[src/rtl/arb_grant_data_mux.sv]
// arb_grant_data_mux: captures one-hot arbiter grants with their payloads into a 2-entry FIFO
module arb_grant_data_mux #(
  parameter int N  = 4,
  parameter int DW = 32,
  parameter int SW = $clog2(N)
) (
  input  logic            clk,
  input  logic            rst,
  input  logic [N-1:0]    grant,
  input  logic [N*DW-1:0] req_data,
  output logic            out_valid,
  input  logic            out_ready,
  output logic [DW-1:0]   out_data,
  output logic [SW-1:0]   out_src,
  output logic [N-1:0]    ack,
  output logic [N-1:0]    nack,
  output logic            grant_err
);
  logic [1:0]    count_q, count_d;
  logic          wp_q, wp_d, rp_q, rp_d;
  logic [DW-1:0] data_q [2];
  logic [DW-1:0] data_d [2];
  logic [SW-1:0] src_q [2];
  logic [SW-1:0] src_d [2];
  logic [N-1:0]  ack_q, ack_d, nack_q, nack_d;
  logic          err_q, err_d;
  logic          onehot, multi, push, pop;
  logic [SW-1:0] idx;
  logic [DW-1:0] sel;
  assign out_valid = count_q != 2'd0;
  assign out_data  = data_q[rp_q];
  assign out_src   = src_q[rp_q];
  assign ack       = ack_q;
  assign nack      = nack_q;
  assign grant_err = err_q;
  // encode the granted client and pick its payload slice
  always_comb begin
    idx = '0;
    sel = '0;
    for (int i = 0; i < N; i++) begin
      if (grant[i]) begin
        idx = SW'(i);
        sel = req_data[i*DW +: DW];
      end
    end
  end
  // FIFO bookkeeping, handshake pulses and sticky multi-hot flag
  always_comb begin
    onehot  = grant != '0 && (grant & (grant - N'(1))) == '0;
    multi   = grant != '0 && !onehot;
    pop     = out_valid && out_ready;
    push    = onehot && (count_q != 2'd2 || pop);
    data_d  = data_q;
    src_d   = src_q;
    if (push) begin
      data_d[wp_q] = sel;
      src_d[wp_q]  = idx;
    end
    wp_d    = wp_q ^ push;
    rp_d    = rp_q ^ pop;
    count_d = count_q + 2'(push) - 2'(pop);
    ack_d   = push ? grant : '0;
    nack_d  = (onehot && !push) ? grant : '0;
    err_d   = err_q | multi;
  end
  // state registers; reset clears everything including the entry storage
  always_ff @(posedge clk) begin
    if (rst) begin
      count_q   <= '0;
      wp_q      <= 1'b0;
      rp_q      <= 1'b0;
      data_q[0] <= '0;
      data_q[1] <= '0;
      src_q[0]  <= '0;
      src_q[1]  <= '0;
      ack_q     <= '0;
      nack_q    <= '0;
      err_q     <= 1'b0;
    end else begin
      count_q   <= count_d;
      wp_q      <= wp_d;
      rp_q      <= rp_d;
      data_q[0] <= data_d[0];
      data_q[1] <= data_d[1];
      src_q[0]  <= src_d[0];
      src_q[1]  <= src_d[1];
      ack_q     <= ack_d;
      nack_q    <= nack_d;
      err_q     <= err_d;
    end
  end
endmodule

[config.mk]
export PLATFORM = sky130hd
export DESIGN_NAME = arb_grant_data_mux
export DESIGN_NICKNAME = d
export VERILOG_FILES = /design/src/rtl/arb_grant_data_mux.sv
export SDC_FILE = /design/constraint.sdc
export NUM_CORES = 1
export LEC_CHECK = 0
export ABC_AREA = 1
export ABC_CLOCK_PERIOD_IN_PS = 2500
export BUFFER_PORTS_ARGS = -buffer_cell sky130_fd_sc_hd__buf_4
export CORE_ASPECT_RATIO = 2
export CORE_MARGIN = 2
export CORE_UTILIZATION = 35
export DETAILED_ROUTE_END_ITERATION = 10
export GPL_TIMING_DRIVEN = 0
export SETUP_SLACK_MARGIN = 0.05
export SYNTH_ARGS = -nofsm -noshare
export SYNTH_HDL_FRONTEND = slang
export SYNTH_SLANG_ARGS = --single-unit
[constraint.sdc]
create_clock -name clk -period 2.5 [get_ports clk]
set_clock_uncertainty 0.2 [all_clocks]
set_input_delay 0.5 -clock clk [delete_from_list [all_inputs] [get_ports clk]]
set_output_delay 0.5 -clock clk [all_outputs]
set_load 0.01 [all_outputs]
Yosys cells after proc, flatten, opt, wreduce, memory -nomap -nowiden
Index checks and enable logic that the tools add are counted.
Storage, ports and cells
  register bits after elaboration: 81
  latch bits: 0
  memory bits (writable): 0
  bits in read-only memories: 0
  input port bits: 135
  logic and storage cells: 58
  memories: 0
Operators by class
  add/sub/neg operators: 3
  multiply operators: 0
  div/mod/pow operators: 0
  $lt $le $gt $ge: 3
  eq/ne operators: 1
  shift operators: 0
  muxes and demuxes: 19
  bitwise logic cells: 8
  reductions and logical operators: 14
Operator list (number)
  two-way mux 32 bit: 8
  bitwise mux 64 bit: 1
  demux 32 bit (select 1 bit): 1
  two-way mux 2 bit: 6
  logical AND 1 bit: 6
  AND 4 bit: 1
  bitwise mux 4 bit: 1
  greater-or-equal comparator 2 bit, second input constant: 2
  logical NOT 4 bit: 1
  inverter 1 -> 2 bit: 2
  nonzero test 4 bit: 1
  OR reduction 2 bit: 2
  subtractor 4 x 1 -> 4 bit, second input constant: 1
  adder 2 x 1 -> 2 bit: 1
  demux 2 bit (select 1 bit): 1
  logical NOT 1 bit: 2
  < comparator 2 x 1 -> 1 bit, second input constant: 1
  != test 2 bit, second input constant: 1
  inverter 1 bit: 2
  nonzero test 2 bit: 1
  subtractor 2 x 1 -> 2 bit: 1
  bitwise XOR 1 bit: 2
  logical OR 1 bit: 1
  two-way mux 1 bit: 1
  OR 1 bit: 1

Longest topological paths before layout
Gate-level depths: netlist (run 1).
  word-level depth: 9
  mapped depth: 15
  gate-level depth less buffers: 14

Least setup slack after synthesis (run 1)
Ideal clock, no wire load.
  path type: input -> register
  start point: input grant[2]
  end point: register data_q[32] (netlist name)
  arrival: 1.943 ns
  slack: 0.241 ns
  stages: 13
  buffers on the path: 2
  cells stage by stage: buf_4 > inv_1 > nand2_1 > nand2_1 > nand2_1 > nor2_2 > inv_2 > nor2_4 > ha_1 > inv_2 > clkbuf_1 > o21ai_0 > inv_1
Between the ends
  cells in the longest elaborated chain, start to end: 5
  elaborated cells between the ends (all ways): 9
Ends and longest elaborated chain
  start: declaration: RTL line 9  | input logic [N-1:0] grant,
  subtractor 4 x 1 -> 4 bit: RTL line 49  | onehot = grant != '0 && (grant & (grant - N'(1))) == '0;
  AND 4 bit: RTL line 49
  logical NOT 4 bit: RTL line 49
  logical AND 1 bit: RTL line 49
  logical AND 1 bit: RTL line 52  | push = onehot && (count_q != 2'd2 || pop);
  end: declaration: RTL line 21  | logic [DW-1:0] data_q [2];
Several ways; a longest one is shown, not always the timed one.
A chain may end at the register's enable or synchronous reset.

Worst setup path in the final report (run 1)
  start point: register rp_q
  end point: output out_data[29]
Between the ends
  cells in the longest elaborated chain, start to end: 4
Ends and longest elaborated chain
  start: declaration: RTL line 20  | logic wp_q, wp_d, rp_q, rp_d;
  start signal: assignment: RTL line 82  | rp_q <= rp_d;
  inverter 1 -> 2 bit (not written as such): RTL line 31  | assign out_data = data_q[rp_q];
  two-way mux 32 bit (not written as such) (3 in a row): RTL line 31
  end: declaration: RTL line 13  | output logic [DW-1:0] out_data,
Every way passes these cells. The select of a mux whose other input is x is not followed.

==> out/results.txt, run 1 <==
HPWL after detailed placement: 12.7 mm
Starting DRT DRC Count: 236
Initial core utilization: 0.357
Worst slack, placed: -0.340 ns
Final WL: 16.8 mm
PwrDens: 602 mW/mm²
DRT Pass-1 Iters: 4
Finish-stage setup viols: 0
CP Capture Type: output port
CTS max path bufs: 2
Hold/Removal Path Class: in2reg
FP Rows: 59
Synth top area cells: dfxtp_1 35%, nand2_1 23%, inv_1 9.4%
Type of origin of the critical path: flop
Number of distinct library cells after synthesis: 21
First-pass GRT wire length: 26.0 mm
Status: complete, no violations
Synth top area share: 0.352
N_diodes: 0
Fin util: 0.498
Leak Pwr: 3.55 nW
Initial antenna violation count: 0
Required time of the critical path: 1.80 ns
Max Cap Violations: 0
CTS clk-pin slew, worst paths: 0.06 ns
Vias in the first global route: 5223
Area added between synthesis and finish: 39.5%
Leading area contributor after synthesis: dfxtp_1
Nets: 1113
Die W: 85.2 µm
DRC errors left: 0
Cells after Synth: 790
Core area: 0.0129 mm²
Arr. time, crit path: 1.64 ns
Fillers: 1444
Fin. max-slew vios: 0
Max FO, Critical Path: 10
GP Congestion: 0.840
Synth Register Bits: 81
Antenna-violating nets left: 0
Root buffer cell: clkbuf_16
Vias per cell: 4.72
Total die area: 0.0142 mm²
Vias: 5349
Die extent in y: 166 µm
Crit path time final: 2.34 ns
Sequential area share after synthesis: 0.352
RSZ-0062 raised after global routing: no
Yosys warns: 0
Cell area after synthesis: 0.00461 mm²
TritonCTS Buffers: 9
Final hold violations: 0
Critical path type: reg2out
Remaining global-route overflow: 0
Mapped Nets: 927
CTS Sinks: 81
Port Buffers: 175
Worst vdd ir: 0.437 mV
Slew Limit Headroom: 0.592
CTS tree: built
Clk_lat worst skew: 0.35 ns
Syn_area_per_cell: 5.84 µm²
Peak Freq: 427 MHz
Largest net degree at the start of global routing: 16
Io pins: 179
Setup ws final: 0.156 ns
Tcrit/Tclk final: 0.938
WL/cell: 14.8 µm
Hold-fix buffers, CTS: 0
Worst slew pin tran: 0.612 ns
Layout cells sized above 1: 0.231
GR Util All Layers: 0.238
H-tree depth: 3
-- layout make-up --
class,count,area [µm²],area share
inverter,119,447,0.0695
buffer,48,250,0.0389
tap,152,190,0.0296
multi-input combinational,542,2330,0.362
clock buffer,9,225,0.0350
clock inverter,7,55.1,0.00856
timing repair buffer,175,1310,0.204
sequential,81,1620,0.252
-- worst max-delay path: stages, from the launching register on --
cell      delay (ns)
dfxtp_1         0.36
clkbuf_2        0.25
buf_2           0.29
nand2_1         0.10
o21ai_0         0.11
buf_4           0.18
-- logic make-up after synthesis --
| logic type | count (synthesis) | synth area share |
|---|---|---|
| simple gates | 433 | 0.378 |
| buf+inv | 167 | 0.147 |
| compound gates | 106 | 0.116 |
| flops | 81 | 0.352 |
| fa+ha+maj | 2 | 0.00543 |
| xor+xnor | 1 | 0.00190 |
-- Yosys cell counts --
library cell  count
a21oi_1          35
buf_1             7
buf_2             9
buf_4             1
buf_6             5
clkbuf_1         26
clkinv_1          1
dfxtp_1          81
ha_1              2
inv_1           115
inv_2             3
nand2_1         277
nand3_1          67
nand4_1           2
nand4_2           1
nor2_1           82
nor2_2            2
nor2_4            2
o211ai_1          1
o21ai_0          70
xor2_1            1
-- per-stage QoR --
step	cells	setup TNS, ns	power [mW]	cell area, µm²	hold WS (ns)
finish	1133	0	3.87	6430	0.231
global placement	1117	-9.70	2.63	6110	0.264
CTS	1133	0	3.90	6400	0.226
detailed placement	1117	-9.88	2.64	6110	0.268
global route	1133	0	4.11	6430	0.228
floorplan	790	0	2.09	4610	0.250
-- registers in the layout, indices dropped and copies added (netlist names) --
signal and cells:
grant_err 1, nack 4, ack 4, src_q 4, wp_q 1, data_q 64, rp_q 1, count_q 2
-- path summary, 6_finish.rpt --
check,startpoint,endpoint,slack [ns],cells past startpoint
max,rp_q,out_data[29],0.16,5
min,grant[0],ack[0],0.23,3
max reg2reg,count_q[1],data_q[47],0.49,11
min reg2reg,src_q[2],src_q[2],0.29,2
-- layout by cell type, fill, tap and decap left out --
| cell | n |
|---|---|
| nor2_2 | 1 |
| nand4_2 | 1 |
| inv_6 | 2 |
| nand3_1 | 67 |
| a21oi_1 | 35 |
| xor2_1 | 1 |
| nor2_1 | 82 |
| clkinv_1 | 1 |
| clkbuf_16 | 9 |
| o211ai_1 | 1 |
| clkbuf_1 | 15 |
| clkbuf_2 | 4 |
| buf_2 | 16 |
| inv_1 | 115 |
| buf_1 | 6 |
| ha_1 | 1 |
| nand2_1 | 277 |
| ha_4 | 1 |
| nor2_4 | 3 |
| buf_6 | 5 |
| nand4_1 | 2 |
| buf_4 | 176 |
| inv_2 | 3 |
| o21ai_0 | 68 |
| o21ai_1 | 2 |
| clkbuf_4 | 1 |
| dfxtp_1 | 81 |
| clkinvlp_4 | 5 |
-- routing by layer --
metal / routed length (µm) / up-vias / track usage
met2: 9400 / 146 / 0.456
met1: 6080 / 2393 / 0.245
met4: 602 / 0 / 0.0987
met5: 0 / - / 0
li1: - / 2773 / -
met3: 712 / 37 / 0.0403
-- what timing repair did --
item	4_1_cts	5_1_grt
setup buffers	0	0
setup endpoints to repair	61	37
resized for setup	8	21
-- power breakdown --
group	switching, mW	internal, mW
Combinational	0.688	0.476
Clock	0.575	0.679
Sequential	0.0436	1.41
Power figures use the tool's default switching activity.
==> run 2, diff against run 1 <==
--- a/config.mk
+++ b/config.mk
@@ -11,8 +11,10 @@
 export CORE_ASPECT_RATIO = 2
 export CORE_MARGIN = 2
 export CORE_UTILIZATION = 35
+export CTS_BUF_LIST = sky130_fd_sc_hd__clkbuf_2
 export DETAILED_ROUTE_END_ITERATION = 10
 export GPL_TIMING_DRIVEN = 0
+export PLACE_DENSITY = 0.63
 export SETUP_SLACK_MARGIN = 0.05
 export SYNTH_ARGS = -nofsm -noshare
 export SYNTH_HDL_FRONTEND = slang
==> out/results.txt, run 2 (same netlist as run 1, synthesis figures left out) <==
CP top delay family: buffers and inverters
Critical path buffers and inverters: 3
Fillers: 1447
PwrDens: 546 mW/mm²
Worst slack, placed: -0.262 ns
Largest net degree at the start of global routing: 14
Worst slew pin tran: 0.579 ns
First-pass GRT wire length: 26.0 mm
FP Rows: 59
Worst vdd ir: 0.278 mV
CP Capture Type: output port
Slowest stage delay, CP: 0.38 ns
Dpl cell area: 0.00611 mm²
Crit-path cells: buf_6 > clkbuf_4 > o21ai_1 > buf_4
Root buffer cell: clkbuf_2
Antenna-violating nets left: 0
Vias per cell: 4.73
Fin. max-slew vios: 0
Vias in the first global route: 5277
Nets: 1115
CTS clk-pin slew, worst paths: 0.26 ns
Status: complete, no violations
Fin area: 0.00633 mm²
Starting DRT DRC Count: 203
CTS tree: built
Setup tns final: 0 ns
Core area: 0.0129 mm²
RSZ-0062 raised after global routing: no
FF/Latch Area: 0.00162 mm²
Initial core utilization: 0.357
Finish-stage setup viols: 0
Max FO, Critical Path: 10
Setup ws final: 0.160 ns
Layout cells sized above 1: 0.231
Final WL: 16.5 mm
Total die area: 0.0142 mm²
Largest Register: data_q
Arr. time, crit path: 1.64 ns
Peak Freq: 427 MHz
DRC errors left: 0
Vias: 5373
Initial antenna violation count: 1
Hold/Removal Path Class: in2reg
Die extent in y: 166 µm
GP Congestion: 0.876
Slowest cell on the critical path: dfxtp_2
# Post-CTS Setup Buffers: 0
Die W: 85.2 µm
Final hold violations: 0
Area added between synthesis and finish: 37.3%
Largest register FFs: 64
Leak Pwr: 3.52 nW
HPWL after detailed placement: 12.7 mm
WL/cell: 14.5 µm
Overall Power: 3.46 mW
CTS Sinks: 81
Crit path time final: 2.34 ns
Remaining global-route overflow: 0
Max Cap Violations: 0
Port Buffers: 175
Critical path type: reg2out
DRT Pass-1 Iters: 5
Io pins: 179
TritonCTS Buffers: 9
H-tree depth: 3
Required time of the critical path: 1.80 ns
Most common cell after layout, fill and taps aside: nand2_1
Slew Limit Headroom: 0.614
Multi-input logic area: 0.00232 mm²
CTS max path bufs: 2
Clk_lat worst skew: 0.55 ns
Tcrit/Tclk final: 0.936
Most frequent cells in the layout: 277 x nand2_1, 176 x buf_4, 115 x inv_1
Type of origin of the critical path: flop
GR Util All Layers: 0.235
run 2: path summary, 6_finish.rpt:
| check | from | end | slack (ns) | cells after the start |
|---|---|---|---|---|
| worst min-delay path | req_data[102] | data_q[38] | 0.05 | 5 |
| worst max register to register | count_q[1] | data_q[50] | 0.29 | 10 |
| worst max-delay path | rp_q | out_data[14] | 0.16 | 4 |
| worst min register to register | src_q[2] | src_q[2] | 0.32 | 2 |
run 2: layout make-up:
type                    instances  area share
multi-input cells             542       0.366
clock inverters                 5      0.0126
plain buffers                  48      0.0449
clock buffers                  11     0.00869
flip-flops and latches         81       0.256
inverters                     119      0.0705
well taps                     152      0.0300
diodes                          1    0.000395
repair buffers                177       0.211
run 2: stage by stage:
stage	instances	util	hold slack (ns)
final	1136	0.490	0.0506
after global routing	1136	0.490	0.0171
after CTS	1135	0.488	0.00904
after detailed placement	1117	0.473	0.278
after global placement	1117	0.473	0.271
after floorplan	790	-	0.250
run 2: worst register-to-register path, delay by kind of cell, from the launching register on:
family                   cells  cell delay, ns
AO/OA/AOI/OAI                1            0.18
adder cells (fa/ha/maj)      1            0.24
buffers and inverters        5            0.90
flip-flops                   1            0.40
AND/OR/NAND/NOR              3            0.26
run 2: where the power goes:
group / internal, mW / switching [mW] / total [mW]
logic: 0.510 / 0.682 / 1.19
clock network: 0.336 / 0.473 / 0.809
registers: 1.41 / 0.0456 / 1.46
total: 2.26 / 1.20 / 3.46
run 2: timing repair:
item | in CTS | in global routing
resized for setup | 19 | 23
hold buffers | 2 | 0
setup endpoints to repair | 34 | 53
hold endpoints to repair | 4 | 0
run 2: metal layers:
layer	track usage	routed length, µm	up-vias
met5	0	0	-
met4	0.121	612	0
met3	0.0278	585	38
met2	0.432	9170	129
met1	0.255	6110	2428
li1	-	-	2778
